[src/rtl/fifo_ctrl_pkg.sv]
// Purpose: shared occupancy-state encoding and depth helper for the sync FIFO controller.
// Latency: n/a (types and constant functions only).
// Backpressure: n/a.
package fifo_ctrl_pkg;

    // Occupancy of the FIFO as seen by the controller FSM.
    typedef enum logic [1:0] {
        EMPTY   = 2'd0,
        PARTIAL = 2'd1,
        FULL    = 2'd2
    } occ_state_t;

    // Number of RAM entries addressed by a pointer of the given width.
    function automatic int fifo_depth(input int ptr_width);
        return 1 << ptr_width;
    endfunction

endpackage

[src/rtl/fifo_ctrl_ptr.sv]
// Purpose: wrapping RAM address counter with increment enable and synchronous clear.
// Latency: the new address appears one i_clk edge after i_inc.
// Backpressure: none; the caller only raises i_inc for accepted operations.
module fifo_ctrl_ptr
    import fifo_ctrl_pkg::*;
#(
    parameter int PTR_WIDTH = 10
) (
    input  logic                 i_clk,
    input  logic                 i_clr,
    input  logic                 i_inc,
    output logic [PTR_WIDTH-1:0] o_ptr
);

    localparam logic [PTR_WIDTH-1:0] LAST = PTR_WIDTH'(fifo_depth(PTR_WIDTH) - 1);

    logic [PTR_WIDTH-1:0] ptr_q;

    // Advance on each accepted operation; wrap explicitly from the last entry back to 0.
    always_ff @(posedge i_clk) begin
        if (i_clr) begin
            ptr_q <= '0;
        end else if (i_inc) begin
            ptr_q <= (ptr_q == LAST) ? '0 : ptr_q + PTR_WIDTH'(1);
        end
    end

    assign o_ptr = ptr_q;

endmodule

[src/rtl/sync_fifo_ctrl.sv]
// Purpose: single-clock FIFO controller driving an external RAM (pointers, enables, occupancy flags).
// Latency: RAM enables are combinational from the requests; flags/count/pointers update on the next i_clk edge; o_rd_valid one cycle after a pop.
// Backpressure: pushes are refused while o_full, pops while o_empty; refused requests leave all state untouched.
// Optional sticky overflow/underflow reporting is built only when SYNC_FIFO_CTRL_ERR_EN is defined.
module sync_fifo_ctrl
    import fifo_ctrl_pkg::*;
#(
    parameter int PTR_WIDTH = 10,
    parameter int AF_THRESH = 1020,
    parameter int AE_THRESH = 4
) (
    input  logic                 i_clk,
    input  logic                 i_rst,
    input  logic                 i_push,
    input  logic                 i_pop,
    output logic                 o_mem_wen,
    output logic [PTR_WIDTH-1:0] o_wptr,
    output logic                 o_mem_ren,
    output logic [PTR_WIDTH-1:0] o_rptr,
    output logic                 o_rd_valid,
    output logic                 o_full,
    output logic                 o_empty,
    output logic                 o_almost_full,
    output logic                 o_almost_empty,
`ifdef SYNC_FIFO_CTRL_ERR_EN
    input  logic                 i_err_clr,
    output logic                 o_overflow,
    output logic                 o_underflow,
`endif
    output logic [PTR_WIDTH:0]   o_count
);

    localparam int CNT_W = PTR_WIDTH + 1;
    localparam int DEPTH = fifo_depth(PTR_WIDTH);

    // Count levels cast once so every comparison is width-exact.
    localparam logic [CNT_W-1:0] CNT_ONE   = CNT_W'(1);
    localparam logic [CNT_W-1:0] CNT_PFULL = CNT_W'(DEPTH - 1);
    localparam logic [CNT_W-1:0] AF_LVL    = CNT_W'(AF_THRESH);
    localparam logic [CNT_W-1:0] AE_LVL    = CNT_W'(AE_THRESH);

    occ_state_t       state_q;
    occ_state_t       state_nxt;
    logic [CNT_W-1:0] count_q;
    logic [CNT_W-1:0] count_nxt;
    logic             af_q;
    logic             ae_q;
    logic             rd_valid_q;
    logic             full_q;
    logic             empty_q;
    logic             push_acc;
    logic             pop_acc;

    // Flags are decoded straight from the state register, so they carry no
    // combinational path from the requests.
    assign full_q  = (state_q == FULL);
    assign empty_q = (state_q == EMPTY);

    // Acceptance looks only at registered flags. A reset cycle accepts nothing,
    // which also keeps the RAM enables low while i_rst is high. An empty FIFO
    // never bypasses a same-cycle push to the reader.
    assign push_acc = i_push && !full_q  && !i_rst;
    assign pop_acc  = i_pop  && !empty_q && !i_rst;

    assign o_mem_wen = push_acc;
    assign o_mem_ren = pop_acc;

    // Write and read address counters share one implementation.
    fifo_ctrl_ptr #(
        .PTR_WIDTH (PTR_WIDTH)
    ) u_wptr (
        .i_clk (i_clk),
        .i_clr (i_rst),
        .i_inc (push_acc),
        .o_ptr (o_wptr)
    );

    fifo_ctrl_ptr #(
        .PTR_WIDTH (PTR_WIDTH)
    ) u_rptr (
        .i_clk (i_clk),
        .i_clr (i_rst),
        .i_inc (pop_acc),
        .o_ptr (o_rptr)
    );

    // Occupancy moves only when exactly one side is accepted.
    always_comb begin
        count_nxt = count_q;
        unique case ({push_acc, pop_acc})
            2'b10:   count_nxt = count_q + CNT_ONE;
            2'b01:   count_nxt = count_q - CNT_ONE;
            default: count_nxt = count_q;
        endcase
    end

    // Next occupancy state; transitions into FULL/EMPTY are keyed off the
    // current count so PARTIAL can span a single entry when DEPTH is 2.
    always_comb begin
        state_nxt = state_q;
        unique case (state_q)
            EMPTY: begin
                if (push_acc) begin
                    state_nxt = PARTIAL;
                end
            end
            PARTIAL: begin
                if (push_acc && !pop_acc && (count_q == CNT_PFULL)) begin
                    state_nxt = FULL;
                end else if (pop_acc && !push_acc && (count_q == CNT_ONE)) begin
                    state_nxt = EMPTY;
                end
            end
            FULL: begin
                if (pop_acc) begin
                    state_nxt = PARTIAL;
                end
            end
            default: state_nxt = EMPTY;
        endcase
    end

    // Occupancy state register.
    always_ff @(posedge i_clk) begin
        if (i_rst) begin
            state_q <= EMPTY;
        end else begin
            state_q <= state_nxt;
        end
    end

    // Count and threshold flags update together so they never disagree.
    always_ff @(posedge i_clk) begin
        if (i_rst) begin
            count_q <= '0;
            af_q    <= 1'b0;
            ae_q    <= 1'b1;
        end else begin
            count_q <= count_nxt;
            af_q    <= (count_nxt >= AF_LVL);
            ae_q    <= (count_nxt <= AE_LVL);
        end
    end

    // Read data from the RAM is registered, so valid trails the accepted pop by
    // one cycle; reset drops any valid still in flight.
    always_ff @(posedge i_clk) begin
        if (i_rst) begin
            rd_valid_q <= 1'b0;
        end else begin
            rd_valid_q <= pop_acc;
        end
    end

    assign o_full         = full_q;
    assign o_empty        = empty_q;
    assign o_almost_full  = af_q;
    assign o_almost_empty = ae_q;
    assign o_count        = count_q;
    assign o_rd_valid     = rd_valid_q;

`ifdef SYNC_FIFO_CTRL_ERR_EN
    logic ovf_q;
    logic udf_q;

    // Sticky error flags: a fresh violation in the clear cycle keeps the flag set.
    always_ff @(posedge i_clk) begin
        if (i_rst) begin
            ovf_q <= 1'b0;
            udf_q <= 1'b0;
        end else begin
            if (i_push && full_q) begin
                ovf_q <= 1'b1;
            end else if (i_err_clr) begin
                ovf_q <= 1'b0;
            end
            if (i_pop && empty_q) begin
                udf_q <= 1'b1;
            end else if (i_err_clr) begin
                udf_q <= 1'b0;
            end
        end
    end

    assign o_overflow  = ovf_q;
    assign o_underflow = udf_q;
`endif

endmodule

[config.mk]
export PLATFORM = sky130hd
export DESIGN_NAME = sync_fifo_ctrl
export DESIGN_NICKNAME = d
export VERILOG_FILES = /design/src/rtl/fifo_ctrl_pkg.sv /design/src/rtl/fifo_ctrl_ptr.sv /design/src/rtl/sync_fifo_ctrl.sv
export SDC_FILE = /design/constraint.sdc
export NUM_CORES = 1
export LEC_CHECK = 0
export ABC_AREA = 1
export BUFFER_PORTS_ARGS = -buffer_cell sky130_fd_sc_hd__buf_4
export CAP_MARGIN = 20
export CELL_PAD_IN_SITES_DETAIL_PLACEMENT = 1
export CELL_PAD_IN_SITES_GLOBAL_PLACEMENT = 1
export CORE_ASPECT_RATIO = 0.75
export CORE_MARGIN = 2
export CORE_UTILIZATION = 35
export DETAILED_ROUTE_END_ITERATION = 10
export GPL_TIMING_DRIVEN = 1
export HOLD_SLACK_MARGIN = 0.06
export PLACE_DENSITY_LB_ADDON = 0.12
export SKIP_LAST_GASP = 1
export SLEW_MARGIN = 0
export SYNTH_ARGS = -nofsm -noshare
export SYNTH_HDL_FRONTEND = slang
export SYNTH_SLANG_ARGS = --single-unit
[constraint.sdc]
create_clock -name i_clk -period 2.6 [get_ports i_clk]
set_input_delay 0.39 -clock i_clk [delete_from_list [all_inputs] [get_ports i_clk]]
set_output_delay 0.39 -clock i_clk [all_outputs]
set_load 0.03 [all_outputs]
# Yosys cells after proc, flatten, opt, wreduce, memory -nomap -nowiden
# Cells that the tools add are included.
# totals
register_bits,36
out_inout_bits,38
inputBits,4
# classes
n_reduce_logical,15
addsub,4
muxes,8
n_lt_le_gt_ge,2
n_eq_ne,11
# op_table
operator,count
one-hot mux 11 bit (2 select lines),1
adder 10 x 1 -> 10 bit (second input constant),2
== test 10 bit (second input constant),2
two-way mux 10 bit,2
adder 11 x 1 -> 11 bit (second input constant),1
== test 11 x 1 -> 1 bit (second input constant),1
== test 11 x 10 -> 1 bit (second input constant),1
greater-or-equal comparator 11 x 10 -> 1 bit (second input constant),1
<= comparator 11 x 3 -> 1 bit (second input constant),1
subtractor 11 x 1 -> 11 bit (second input constant),1
logical AND 1 bit,8
two-way mux 2 bit,4
one-hot mux 2 bit (3 select lines),1
zero test 1 bit,5
== test 2 x 1 -> 1 bit (second input constant),2
== test 2 bit (second input constant),2
inequality test 2 x 1 -> 1 bit (second input constant),2
inequality test 3 bit (second input constant),1
AND reduction 3 bit,1
zero test 2 bit,1

# Depth between registers and ports, before layout
# Gate-level depths: netlist of run 1.
# logic_depth
ltp_word,10
ltp_mapped,17
ltp_nobuf,16

# Hierarchy
# A second synthesis of run 1 with hierarchy kept.
# unflattened
cells_unflattened,383
hier_area_um2,2352.3
# modules_own_cells
module,seq_area_each_um2,area_per_inst_um2,n_inst,cells_each
sync_fifo_ctrl,320.3,1373.8,1,245
fifo_ctrl_ptr,200.2,489.2,2,69

# Least setup slack after synthesis of run 1
# No wires, ideal clock.
# synth_path
path_kind,register to register
start,reg state_q[0]
end,reg ae_q (netlist: o_almost_empty)
path_buffers,2
arrival_time_ns,2.777
path_stages_with_launch,17
period_less_slack_ns,2.836
required_time_ns,2.541
slack_ns,-0.236
path_cell_list,dfxtp_1 > nor2_1 > nor2_1 > nand2_1 > buf_2 > inv_1 > ha_1 > inv_2 > buf_1 > nand3_1 > nand2_1 > nand2_1 > nor2_1 > nand2_1 > nor2_1 > nand2_1 > nand2_1
# synth_between
elab_chain_len,7
word_cells_on_any_way,12
classes_between,order compare: 1; eq/ne: 3; mux: 1; reduce/logical: 7
# synth_rtl
element,line_no,text
"start, declared",sync_fifo_ctrl.sv:42,occ_state_t state_q;
"start signal, assigned",sync_fifo_ctrl.sv:128,state_q <= state_nxt;
zero test 2 bit *,sync_fifo_ctrl.sv:57,assign empty_q = (state_q == EMPTY);
via o_empty,sync_fifo_ctrl.sv:22,"output logic o_empty,"
zero test 1 bit *,sync_fifo_ctrl.sv:63,assign pop_acc = i_pop && !empty_q && !i_rst;
logical AND 1 bit * (2 in a row),sync_fifo_ctrl.sv:63,
via o_mem_ren,sync_fifo_ctrl.sv:18,"output logic o_mem_ren,"
== test 2 x 1 -> 1 bit / == test 2 bit (equally long branches),sync_fifo_ctrl.sv:90,"unique case ({push_acc, pop_acc})"
one-hot mux 11 bit (2 select lines) *,sync_fifo_ctrl.sv:90,
<= comparator 11 x 3 -> 1 bit *,sync_fifo_ctrl.sv:141,ae_q <= (count_nxt <= AE_LVL);
"end signal, assigned",sync_fifo_ctrl.sv:141,
"end, declared",sync_fifo_ctrl.sv:47,logic ae_q;
# Mark *: on every way through the listed nets, which the timed path passes. The rest lies on a longest branch.
# A chain may end at the register's enable or synchronous reset.

# Worst setup path after layout of run 1
# layout_path
start,reg state_q[0]
end,reg ae_q (netlist: o_almost_empty)
# layout_between
elab_chain_len,7
word_cells_on_any_way,12
classes_between,order compare: 1; eq/ne: 3; mux: 1; reduce/logical: 7
# layout_rtl
element,line_no
== test 2 bit / zero test 2 bit (equally long branches),"sync_fifo_ctrl.sv:56, sync_fifo_ctrl.sv:57"
"zero test 1 bit, on equally long branches","sync_fifo_ctrl.sv:62, sync_fifo_ctrl.sv:63"
"logical AND 1 bit, on equally long branches (2 in a row)","sync_fifo_ctrl.sv:62, sync_fifo_ctrl.sv:63"
== test 2 x 1 -> 1 bit / == test 2 bit (equally long branches),sync_fifo_ctrl.sv:90
one-hot mux 11 bit (2 select lines) *,sync_fifo_ctrl.sv:90
<= comparator 11 x 3 -> 1 bit *,sync_fifo_ctrl.sv:141
# Every way passes the cells marked *; elsewhere a longest branch is shown, timed or not.

==> results.yml, run 1 <==
sta:
  slew_headroom_pct: 73.5
  period_share_pct: 88.8
  finalSetupViolCount: 0
  rsz0062_at_grt: "false"
  tightest_slew_ns: 0.395
  drv_slew: 0
  fin_tns_setup_ns: 0
  fin_skew_ns: 0.0126
  timing_hold_violations_final: 0
  fmaxAchievable_ghz: 0.433
  period_needed_ns: 2.31
pwr:
  p_per_area_nw_per_um2: 486
  peakVddDrop_uv: 199
  leakagePower_nw: 1.32
die:
  die_w_um: 96.2
  start_util_pct: 35.8
  coreArea_um2: 6220
  die-area_um2: 7030
  fp-row-count: 25
  num_io_pins: 42
  dieHeight_um: 73.1
cells_and_area:
  diodes: 0
  num-fill-cells: 843
  fin_util_pct: 44.9
  multi_input_area_um2: 1310
  nNetsFinal: 416
  final_cell_mix: "nand2_1 (96), nor2_1 (50), buf_4 (50)"
  drive_gt1_share_pct: 19.0
  layout_commonest_cell: "nand2_1"
  seqCellArea_um2: 721
  area_growth_syn_to_layout_pct: 25.3
clock_network:
  cts.sinks: 36
  htreeDepth: 2
  numCtsBuffers: 5
  clk_pin_slew_worst_paths_ns: 0.09
  tritoncts: "yes"
  cts_hold_buf: 0
  cts.path.max_buffers: 2
  cts_root_buf: "clkbuf_8"
  clkLatencyLatePin_ns: 0.30
  cts_setup_buffers: 0
place:
  place.gp.congestion: 0.905
  port_buffers: 41
  dp_hpwl_um: 5370
detailed_routing:
  vias: 2380
  ant_nets: 0
  viasPerCell: 4.89
  drtPass1Iterations: 4
  initialDrtViolationCount: 66
  route.detailed.drc: 0
  wl_per_cell_um: 14.3
  wl_um: 6950
grt:
  antenna_found_initial: 0
  grt_pass1_wl_um: 11100
  track_usage_pct: 20.7
  grt_start_max_net_pins: 18
  grt_pass1_vias: 2286
  grt-ovfl-total: 0
critical_path:
  r2r_slack_ns: 0.29
  worstSetupStartpointType: "flop"
  cp.required_ns: 2.78
  cp_max_fo: 17
  critPathArrivalTime_ns: 2.49
  critical_path_class: "reg -> reg"
  end_kind: "flop"
run:
  cap_violations: 0
synth:
  synth_warnings: 0
  ys_ff_latch: 36
  syn_inst: 355
  yosysSeqAreaShare_pct: 32.3
  syn_area_um2: 2230
  synth_area_per_cell_um2: 6.28
  synth_edf_count: 0
  synthArstFlopShare_pct: 0
  synth_fp_nets: 366
  synth_cell_type_count: 33
  ys.flop_type: "dfxtp_1"
worst_hold_path:
  hold_path_class: "in -> reg"
status:
  status: "complete, no violations"
==> what timing repair did <==
action / CTS / global route
hold endpoints to repair: 0 / 0
setup endpoints to repair: 0 / 2
gates resized for setup: 0 / 2
==> worst max-delay path, stage by stage (launching register included) <==
cell      delay (ns)
dfxtp_1         0.46
o21ai_2         0.14
nor2_4          0.19
inv_2           0.11
ha_1            0.33
clkinv_2        0.22
o21ai_0         0.32
nor2_1          0.10
nor2_1          0.10
a21oi_1         0.05
nand2_1         0.06
nor2_1          0.04
nand2_1         0.05
nand2_1         0.04
==> power breakdown <==
part           switching [mW]  internal [mW]
logic                   0.172         0.0865
clock network           0.223          0.284
registers              0.0254          0.568
total                   0.420          0.938
==> area by class of cell <==
class,instances,area share (%)
well taps,81,3.63
repair buffers,50,13.4
multi-input cells,265,46.8
flip-flops and latches,36,25.8
inverters,47,6.36
clock inverters,3,1.52
clock buffers,5,2.46
==> state kept, by name, indices dropped and copies added (netlist names) <==
signal	cells
o_almost_empty	1
u_rptr.o_ptr	10
o_count	11
state_q	2
o_rd_valid	1
u_wptr.o_ptr	10
o_almost_full	1
==> cell families (layout without fill, tap and decap cells) <==
family                     after synthesis  in the layout  synth area share [%]
AOI/OAI and AO/OA                       32             32                  7.86
xor gates and xnor gates                 5              5                  1.96
adders and majority gates                7              7                  3.93
buffers and inverters                   54            105                  9.54
DFF                                     36             36                  32.3
and+or+nand+nor                        221            221                  44.4
==> stage by stage <==
| stage | cell area, µm² | power, mW | std cells | hold slack, ns | worst slack [ns] |
|---|---|---|---|---|---|
| 5_1_grt | 2790 | 1.42 | 487 | 0.346 | 0.0231 |
| 6_report | 2790 | 1.36 | 487 | 0.353 | 0.291 |
| 2_1_floorplan | 2240 | 0.776 | 355 | 0.474 | 0.0689 |
| 3_3_place_gp | 2680 | 0.861 | 479 | 0.459 | 0.305 |
| 4_1_cts | 2790 | 1.37 | 487 | 0.346 | 0.205 |
| 3_5_place_dp | 2680 | 0.864 | 479 | 0.461 | 0.236 |
==> synthesized netlist by cell type (2+ instances only) <==
cell type | count | area share (%)
nor3_1 | 7 | 1.6
or2_2 | 2 | 0.56
buf_2 | 2 | 0.45
o21ai_1 | 3 | 0.67
xor2_1 | 3 | 1.2
inv_2 | 3 | 0.51
inv_1 | 44 | 7.4
nor2_2 | 6 | 1.7
nand4_1 | 11 | 3.1
clkbuf_1 | 3 | 0.51
xnor2_1 | 2 | 0.79
nor2_1 | 51 | 8.6
o21ai_0 | 8 | 1.8
nand3_1 | 40 | 9.0
ha_1 | 7 | 3.9
nor2_4 | 2 | 1.0
dfxtp_1 | 36 | 32
a21oi_1 | 15 | 3.4
nand2_1 | 96 | 16
==> path summary, 6_finish.rpt <==
path,startpoint,to,cells past startpoint
worst max-delay path,state_q[0]$_SDFFE_PP0P_,o_almost_empty$_SDFF_PP1_,13
worst min-delay path,i_rst,u_rptr.o_ptr[1]$_SDFFE_PP0N_,2
worst max register to register,state_q[0]$_SDFFE_PP0P_,o_almost_empty$_SDFF_PP1_,13
worst min register to register,u_wptr.o_ptr[6]$_SDFFE_PP0P_,u_wptr.o_ptr[6]$_SDFFE_PP0P_,2
==> per-layer routing <==
metal | global-route usage, % | up-vias | part of all wire, %
li1 | - | 1237 | -
met1 | 31.1 | 1104 | 52
met2 | 30.5 | 35 | 42
met3 | 3.62 | 4 | 5.0
met4 | 4.60 | 0 | 0.62
met5 | 0 | - | 0
Power figures use the tool's default switching activity.
==> inputs of run 2 (changes only) <==
ABC_AREA = default   (was 1)
==> run 2 against run 1 <==
- sequential share of layout area up 1.1 points
- register-to-register slack worse by 0.15 ns
- cell count down 20%
- non-clock buffer count up 8
- clock-buffer cell count up 3
- sequential power down 3%
- first-iteration DRC count up 23%
- area after synthesis down 5.5%
==> results.yml, run 2 <==
status:
  status: "complete, no violations"
cells_and_area:
  largest_reg_flops: 11
  layout_commonest_cell: "buf_4"
  final_cell_mix: "buf_4 (58), nor2_1 (46), dfxtp_1 (35)"
  area_growth_syn_to_layout_pct: 27.6
  diodes: 0
  drive_gt1_share_pct: 28.1
  nNetsFinal: 323
synth:
  synth.area.top_cells: "dfxtp_1 (34%), nor2_1 (8.7%), xor2_1 (5.0%)"
  synth_fp_nets: 272
  ys_ff_latch: 36
  synth_area_per_cell_um2: 8.07
  yosysSeqAreaShare_pct: 34.2
  synthArstFlopShare_pct: 0
  synth_cell_type_count: 55
  synth_top_area_share_pct: 34.2
  syn_inst: 261
  synth_most_common_cell: "nor2_1"
  yosys.area.top_type: "dfxtp_1"
  synth_edf_count: 0
  syn_area_um2: 2110
  synth_common_cells: "nor2_1 (49), dfxtp_1 (36), nand2_1 (19), nand3_1 (13), xor2_1 (12)"
  synth_warnings: 0
  ys.flop_type: "dfxtp_1"
place:
  dp_hpwl_um: 4520
  place.gp.congestion: 0.806
  port_buffers: 41
die:
  die-area_um2: 6660
  start_util_pct: 36.2
  dieHeight_um: 71.2
  num_io_pins: 42
  die_w_um: 93.6
  fp-row-count: 24
  coreArea_um2: 5830
grt:
  grt_pass1_vias: 1900
  grt-ovfl-total: 0
  grt_pass1_wl_um: 9480
  antenna_found_initial: 0
  track_usage_pct: 18.0
  grt_start_max_net_pins: 21
sta:
  fin_tns_setup_ns: 0
  timing_hold_violations_final: 0
  finalSetupViolCount: 0
  hold_slack_ns: 0.343
  slew_headroom_pct: 58.9
  tightest_slew_ns: 0.608
  period_needed_ns: 2.46
  fmaxAchievable_ghz: 0.407
  period_share_pct: 94.6
  drv_slew: 0
  fin_skew_ns: 0.00510
detailed_routing:
  vias: 2066
  route.detailed.drc: 0
  wl_um: 5890
  initialDrtViolationCount: 81
  viasPerCell: 5.28
  drtPass1Iterations: 4
  wl_per_cell_um: 15.1
  ant_nets: 0
pwr:
  p_per_area_nw_per_um2: 447
  peakVddDrop_uv: 210
  leakagePower_nw: 1.11
clock_network:
  cts_root_buf: "clkbuf_8"
  cts.path.max_buffers: 2
  clkLatencyLatePin_ns: 0.29
  tritoncts: "yes"
  htreeDepth: 2
  clk_pin_slew_worst_paths_ns: 0.07
  cts.sinks: 36
  numCtsBuffers: 5
critical_path:
  worstSetupStartpointType: "flop"
  path_cells: "nand2b_1, nand2_2, nor2_4, inv_2, ha_4, or4_1, a21oi_1, a221oi_1, or3_1, o41ai_2"
  critical_path_class: "reg -> reg"
  r2r_cells: 10
  cp_max_fo: 16
  reg2reg_to: "o_almost_full$_SDFF_PP0_"
  rr_startpoint: "state_q[1]$_SDFFE_PP0P_"
  r2r_slack_ns: 0.14
  critPathMaxStageDelay_ns: 0.53
  cp.required_ns: 2.80
  critPathArrivalTime_ns: 2.66
  cpMaxStageDelayCell: "or4_1"
  end_kind: "flop"
worst_hold_path:
  min_from: "i_rst"
  min_to: "o_count[3]$_SDFF_PP0_"
  hold_path_class: "in -> reg"
  hold_depth: 2
run:
  cap_violations: 0
[run 2: cell types whose count changed in the layout (fill, tap and decap cells not counted), sizes merged, moves of 5 or more]
cell,delta
xor2,+9
nand2,-78
o21ai,-5
nand3,-27
nor2,-10
buf,+8
nand4,-6
mux2i,+8
inv,-36
[run 2: timing repair]
item | 4_1_cts | 5_1_grt
hold buffers | 0 | 0
setup buffers | 0 | 1
hold endpoints to repair | 0 | 0
endpoints found under the setup margin | 0 | 2
gates resized for setup | 0 | 2
[run 2: kinds of logic (layout without fill, tap and decap cells)]
| kind of cell | count (synthesis) | in the layout | synth area share (%) |
|---|---|---|---|
| compound gates | 45 | 45 | 15.7 |
| xor+xnor | 16 | 16 | 6.65 |
| fa+ha+maj | 7 | 7 | 4.16 |
| buf+inv | 24 | 76 | 5.11 |
| flops | 36 | 36 | 34.2 |
| mux | 12 | 12 | 5.94 |
| simple gates | 121 | 121 | 28.3 |
[run 2: worst max path at each step]
stage / endpoint / cells past startpoint / from / slack [ns]
floorplan: o_almost_full$_SDFF_PP0_ / 8 / i_rst / 0.03
global placement: o_almost_full$_SDFF_PP0_ / 10 / i_push / 0.18
detailed placement: o_almost_full$_SDFF_PP0_ / 10 / state_q[1]$_SDFFE_PP0P_ / 0.14
finish: o_almost_full$_SDFF_PP0_ / 10 / state_q[1]$_SDFFE_PP0P_ / 0.14
CTS: o_almost_full$_SDFF_PP0_ / 10 / state_q[1]$_SDFFE_PP0P_ / 0.1
global route: o_almost_full$_SDFF_PP0_ / 10 / state_q[1]$_SDFFE_PP0P_ / -0.007
[run 2: worst max-delay path, delay by kind of cell, from the launching register on]
kind                       cells  cell delay (ns)
AOI/OAI and AO/OA              3             0.42
adders and majority gates      1             0.30
buffers and inverters          1             0.06
DFF                            1             0.35
and+or+nand+nor                5             1.23
[run 2: power by group]
part	internal [mW]	switching (mW)	leakage, nW	total [mW]
registers	0.563	0.0124	0.292	0.576
logic	0.0866	0.124	0.774	0.211
clock network	0.216	0.199	0.0455	0.415
[run 2: cell type report]
class,count,area (µm²)
multi-input combinational,201,1310
tap,78,97.6
clock buffer,8,90.1
sequential,36,722
timing repair buffer,58,435
inverter,10,37.5
fill,731,3140
[run 2: through the flow]
step / total power [mW] / util, % / std cells / setup slack, ns / area [µm²]
6_report: 1.20 / 46.2 / 391 / 0.140 / 2690
5_1_grt: 1.26 / 46.2 / 391 / -0.00721 / 2690
4_1_cts: 1.21 / 46.0 / 390 / 0.0999 / 2680
3_5_place_dp: 0.798 / 44.4 / 382 / 0.139 / 2590
3_3_place_gp: 0.796 / 44.4 / 382 / 0.182 / 2590
2_1_floorplan: 0.730 / - / 261 / 0.0270 / 2140
[run 2: layer usage]
layer	track usage, %	part of all wire (%)	up-vias
met3	3.94	4.2	6
li1	-	-	1033
met5	0	0	-
met2	25.6	41	35
met1	27.8	54	992
met4	3.38	0.71	0
